## config.mk

```make
export PLATFORM = sky130hd
export DESIGN_NAME = fpu_seq
export DESIGN_NICKNAME = d
export VERILOG_FILES = /design/src/rtl/fpu_seq.sv
export SDC_FILE = /design/constraint.sdc
export NUM_CORES = 1
export LEC_CHECK = 0
export ABC_CLOCK_PERIOD_IN_PS = 4000
export CELL_PAD_IN_SITES_DETAIL_PLACEMENT = 1
export CELL_PAD_IN_SITES_GLOBAL_PLACEMENT = 2
export CORE_UTILIZATION = 21
export DETAILED_ROUTE_END_ITERATION = 12
export PLACE_DENSITY_LB_ADDON = 0.15
export SYNTH_ARGS = -nofsm -noshare
export SYNTH_HDL_FRONTEND = slang
export SYNTH_SLANG_ARGS = --single-unit
```

## constraint.sdc

```tcl
create_clock -name clk -period 4 [get_ports clk]
set_input_delay 0.8 -clock clk [delete_from_list [all_inputs] [get_ports clk]]
set_output_delay 0.8 -clock clk [all_outputs]
set_load 0.02 [all_outputs]
```

## src/rtl/fpu_seq.sv

```systemverilog
// fpu_seq: sequences one FP instruction through an external FPU (issue, wait, writeback) and owns frm/fflags.
// Optional FPU_SEQ_TIMEOUT_EN adds a 64-cycle WAIT watchdog that aborts the operation and raises NV.
module fpu_seq (
  input  logic        clk,
  input  logic        rst,
  input  logic        req_valid,
  output logic        req_ready,
  input  logic [6:0]  req_funct7,
  input  logic [4:0]  req_rs1,
  input  logic [4:0]  req_rs2,
  input  logic [4:0]  req_rd,
  input  logic [2:0]  req_rm,
  output logic [4:0]  rf_rs1,
  output logic [4:0]  rf_rs2,
  input  logic [31:0] rf_rdata1,
  input  logic [31:0] rf_rdata2,
  output logic        fpu_start,
  output logic [31:0] fpu_op1,
  output logic [31:0] fpu_op2,
  output logic [6:0]  fpu_funct7,
  output logic [2:0]  fpu_frm,
  input  logic        fpu_done,
  input  logic [31:0] fpu_result,
  input  logic [4:0]  fpu_flags,
  output logic        rf_wen,
  output logic [4:0]  rf_rd,
  output logic [31:0] rf_wdata,
  output logic        illegal,
  output logic        busy,
  input  logic        csr_we,
  input  logic [7:0]  csr_wdata,
  output logic [2:0]  csr_frm,
  output logic [4:0]  csr_fflags
);

  localparam logic [1:0] S_IDLE  = 2'd0;
  localparam logic [1:0] S_ISSUE = 2'd1;
  localparam logic [1:0] S_WAIT  = 2'd2;
  localparam logic [1:0] S_WB    = 2'd3;

  logic [1:0]  state_q, state_d;
  logic [6:0]  funct7_q;
  logic [4:0]  rs1_q, rs2_q, rd_q;
  logic [2:0]  frm_q;
  logic [31:0] op1_q, op2_q, result_q;
  logic [4:0]  flags_q;
  logic        illegal_q, illegal_d;
  logic [2:0]  csr_frm_q, csr_frm_d;
  logic [4:0]  csr_fflags_q, csr_fflags_d;
  logic        accept, rm_bad, timeout;
  logic [2:0]  rm_res;

  assign accept = req_valid && (state_q == S_IDLE);
  assign rm_res = (req_rm == 3'b111) ? csr_frm_q : req_rm;
  assign rm_bad = (rm_res >= 3'b101);

`ifdef FPU_SEQ_TIMEOUT_EN
  logic [5:0] wait_cnt_q, wait_cnt_d;

  // Held at zero outside WAIT, so it always starts from zero on entry.
  assign wait_cnt_d = (state_q == S_WAIT) ? wait_cnt_q + 6'd1 : 6'd0;
  assign timeout    = (state_q == S_WAIT) && !fpu_done && (wait_cnt_q == 6'd63);

  always_ff @(posedge clk) begin
    if (rst) wait_cnt_q <= 6'd0;
    else     wait_cnt_q <= wait_cnt_d;
  end
`else
  assign timeout = 1'b0;
`endif

  always_comb begin
    state_d = state_q;
    case (state_q)
      S_IDLE:  if (accept) state_d = S_ISSUE;
      S_ISSUE: state_d = illegal_q ? S_IDLE : S_WAIT;
      S_WAIT: begin
        if (fpu_done)     state_d = S_WB;
        else if (timeout) state_d = S_IDLE;
      end
      S_WB:    state_d = S_IDLE;
      default: state_d = S_IDLE;
    endcase
  end

  // An illegal request still visits ISSUE for one cycle; illegal_q marks it so no start is issued.
  assign illegal_d = (accept && rm_bad) || timeout;

  always_comb begin
    csr_frm_d    = csr_frm_q;
    csr_fflags_d = csr_fflags_q;
    if (csr_we)                 {csr_frm_d, csr_fflags_d} = csr_wdata;
    else if (state_q == S_WB)   csr_fflags_d = csr_fflags_q | flags_q;
    else if (timeout)           csr_fflags_d = csr_fflags_q | 5'b10000;
  end

  // NOTE: state registers use non-blocking assignments so every register samples pre-edge values.
  always_ff @(posedge clk) begin
    if (rst) begin
      state_q      <= S_IDLE;
      illegal_q    <= 1'b0;
      csr_frm_q    <= 3'd0;
      csr_fflags_q <= 5'd0;
      funct7_q     <= 7'd0;
      rs1_q        <= 5'd0;
      rs2_q        <= 5'd0;
      rd_q         <= 5'd0;
      frm_q        <= 3'd0;
      op1_q        <= 32'd0;
      op2_q        <= 32'd0;
      result_q     <= 32'd0;
      flags_q      <= 5'd0;
    end else begin
      state_q      <= state_d;
      illegal_q    <= illegal_d;
      csr_frm_q    <= csr_frm_d;
      csr_fflags_q <= csr_fflags_d;
      if (accept) begin
        funct7_q <= req_funct7;
        rs1_q    <= req_rs1;
        rs2_q    <= req_rs2;
        rd_q     <= req_rd;
        frm_q    <= rm_res;
      end
      if ((state_q == S_ISSUE) && !illegal_q) begin
        op1_q <= rf_rdata1;
        op2_q <= rf_rdata2;
      end
      if ((state_q == S_WAIT) && fpu_done) begin
        result_q <= fpu_result;
        flags_q  <= fpu_flags;
      end
    end
  end

  assign req_ready  = (state_q == S_IDLE);
  assign busy       = (state_q != S_IDLE);
  assign fpu_start  = (state_q == S_ISSUE) && !illegal_q;
  assign rf_wen     = (state_q == S_WB);
  assign illegal    = illegal_q;
  assign rf_rs1     = rs1_q;
  assign rf_rs2     = rs2_q;
  assign fpu_op1    = op1_q;
  assign fpu_op2    = op2_q;
  assign fpu_funct7 = funct7_q;
  assign fpu_frm    = frm_q;
  assign rf_rd      = rd_q;
  assign rf_wdata   = result_q;
  assign csr_frm    = csr_frm_q;
  assign csr_fflags = csr_fflags_q;

endmodule
```

==> flow_summary_export.csv <==
group,metric,value,unit
clock_tree,htreeDepth,4,
pwr,powerDensity,427,nW/µm²
job,maxCapViolations,0,
hold_path,hold_start,"fpu_op1[19]",
route,drc,0,
clock_tree,ctsHoldBuffers,0,
placed_design,portBuffers,272,
pwr,ir_worst_vdd,0.228,mV
yosys,synth_flop_cell,"dfxtp_1",
run_status,outcome,"finished clean",
yosys,netlist_area,4840,µm²
yosys,syn_inst,601,
setup_path,cp_num_buf_inv,2,
clock_tree,numCtsBuffers,17,
route,top_layer_used,"met4",
final_layout,area_growth,71.3,%
route,wirelength_met1,7860,µm
clock_tree,clock-root-buffer,"clkbuf_16",
clock_tree,cts_sinks,137,
sta,period_share,70.3,%
sta,final-hold-violation-count,0,
die,die_h,154,µm
die,core,22600,µm²
sta,min_period,2810,ps
placed_design,gp_congestion,0.735,
yosys,yosys-top-cells-count,"nand2_1, dfxtp_1, a21oi_1",
setup_path,critPathMaxFanout,9,
yosys,synth.avg_cell_area,8.05,µm²
placed_design,dp_slack,1440,ps
yosys,yosysWarnings,0,
final_layout,nFillCells,2631,
clock_tree,cts_tree,"yes",
clock_tree,clk_path_buf_depth,2,
yosys,synth.distinct_cells,27,
sta,timing.final.ws_setup,1190,ps
route,routed_wl,17500,µm
setup_path,slowest_stage,"clkdlybuf4s50_1",
sta,rsz0062_at_grt,"no",
route,drt_iter0_drc,151,
placed_design,dpl.cell_count,1119,
setup_path,slowest_delay,650,ps
sta,fmax,355,MHz
sta,finalMaxSlewViolations,0,
hold_path,min_path_cells,2,
hold_path,hold_end,"fpu_op1[19]",
sta,fin_worst_skew,11.2,ps
final_layout,nNetsFinal,992,
clock_tree,cts.repair.resized,0,
setup_path,critPathTopFamily,"buffers and inverters",
route,via_count,4936,
yosys,synth_edf_count,0,
clock_tree,path_clk_slew,60,ps
global_routing,grtUsageTotal,15.0,%
route,dr.pass1.iters,4,
yosys,synth_top_area_share,56.7,%
route,wl_met2,7820,µm
yosys,ys_seq_area_share,56.7,%
placed_design,dp_hpwl,12300,µm
setup_path,cp_cell_sequence,"or3b_4 -> inv_2 -> clkdlybuf4s50_1",
yosys,synth_seq_cells,137,
yosys,yosys.area.top_type,"dfxtp_1",
hold_path,hold_class,"register to register",
clock_tree,insertion_delay,420,ps
route,route.antenna.remaining_nets,0,
die,dieArea,23700,µm²
setup_path,cp-end-kind,"output port",
sta,setup_tns,0,ps
final_layout,fin_cells,1151,
sta,worstMarginPinSlew,935,ps
global_routing,grt.overflow.total,0,
pwr,cellLeakagePower,2.90,nW
final_layout,final_layout_size_suffix_gt1_share,4.73,%
yosys,yosysMostFrequentCell,"nand2_1",
route,viasPerCell,4.29,
setup_path,worstSetupPathType,"register to output port",
global_routing,grt_max_degree,82,
final_layout,num_antenna_cells,0,
setup_path,reg2reg_to,"fpu_op1[30]",
yosys,synth-async-reset-ratio,0,%
setup_path,required,3200,ps
yosys,synth_nets,740,
setup_path,rrSetupSlack,2100,ps
die,num_rows,55,
sta,slew_headroom,37.6,%
sta,final-setup-viol-count,0,
global_routing,grt_pass1_wl,27600,µm
route,avgRoutedWirePerCell,15.2,µm
die,start_util,21.4,%
setup_path,timing.rr.start,"state_q[0]",
setup_path,reg2reg_depth,5,
die,ios,273,
global_routing,antenna_found_initial,0,
global_routing,grt_pass1_vias,5083,
setup_path,start_kind,"register",
route,wl_met3,1590,µm
clock_tree,post-cts-setup-buffers,0,
setup_path,cp.arrival,2010,ps
yosys,synth_area_leaders,"dfxtp_1, nand2_1, a21oi_1",
die,die_w,154,µm
sta,hold_ws,452,ps
setup_path,crit_start,"state_q[0]",
-- layout make-up --
| type | count | area, µm² | area share (%) |
|---|---|---|---|
| repair buffers | 278 | 2780 | 33.5 |
| flip-flops and latches | 137 | 2740 | 33.1 |
| multi-input cells | 417 | 1850 | 22.3 |
| clock buffers | 19 | 433 | 5.22 |
| well taps | 285 | 357 | 4.30 |
| clock inverters | 13 | 120 | 1.45 |
| inverters | 2 | 7.51 | 0.0906 |
-- power breakdown --
group	internal (mW)	leakage, nW	switching, mW	total (mW)
registers	1.44	1.12	0.0412	1.48
clock network	0.859	0.264	0.624	1.48
logic	0.293	1.52	0.281	0.574
-- worst max path at each step --
stage | endpoint | cells after the start
floorplan | fpu_start | 4
global placement | illegal | 3
detailed placement | illegal | 3
CTS | fpu_start | 3
global route | fpu_start | 3
finish | fpu_start | 3
-- cells in the final DEF (no fill, tap or decap), drive strengths merged --
master,synthesis,layout
inv,2,5
or2,1,1
nor2b,5,5
nor3,6,6
mux2i,4,4
nor2,3,3
clkbuf,22,19
o211ai,1,1
or3b,2,2
nand3,2,2
clkdlybuf4s50,0,271
nand2b,1,1
and2,1,1
clkinv,0,6
a21oi,127,127
clkinvlp,0,3
and3b,1,1
bufinv,0,1
nand2,251,251
o21bai,1,1
dfxtp,137,137
a211oi,5,5
nand3b,3,3
nor3b,1,1
buf,23,7
nor4,1,1
nor4b,1,1
-- worst register-to-register path, delay by kind of cell (launching register included) --
| family | cells | cell delay, ps |
|---|---|---|
| buffers and inverters | 2 | 590 |
| and+or+nand+nor | 2 | 600 |
| DFF | 1 | 450 |
| AOI/OAI and AO/OA | 1 | 160 |
-- cells by family after synthesis --
family,Yosys count,share of synthesized area (%)
multiplexers,4,0.827
flip-flops,137,56.7
AO/OA/AOI/OAI,134,14.2
AND/OR/NAND/NOR,279,23.2
buffers and inverters,47,5.09
-- metrics by stage --
step	util (%)	total power, mW	area (µm²)
2_1_floorplan	-	1.76	4840
3_3_place_gp	34.2	2.08	7730
3_5_place_dp	34.2	2.09	7730
4_1_cts	36.6	3.62	8290
5_1_grt	36.6	3.71	8290
6_report	36.6	3.54	8290
-- metal layers --
metal	vias to the layer above	GRT usage, %
met5	-	0
met4	0	4.67
met3	17	7.10
met2	183	23.9
met1	2290	17.8
li1	2446	-
-- sequential cells by signal (all words and copies together) (netlist names), named ones only --
| name | cells |
|---|---|
| fpu_funct7 | 7 |
| csr_frm | 3 |
| flags_q | 5 |
| rf_rd | 5 |
| rf_rs2 | 5 |
| fpu_frm | 3 |
| rf_rs1 | 5 |
| state_q | 1 |
| rf_wdata | 32 |
| csr_fflags | 5 |
| fpu_op2 | 32 |
| illegal | 1 |
| fpu_op1 | 32 |
(Power assumes the default switching activity.)
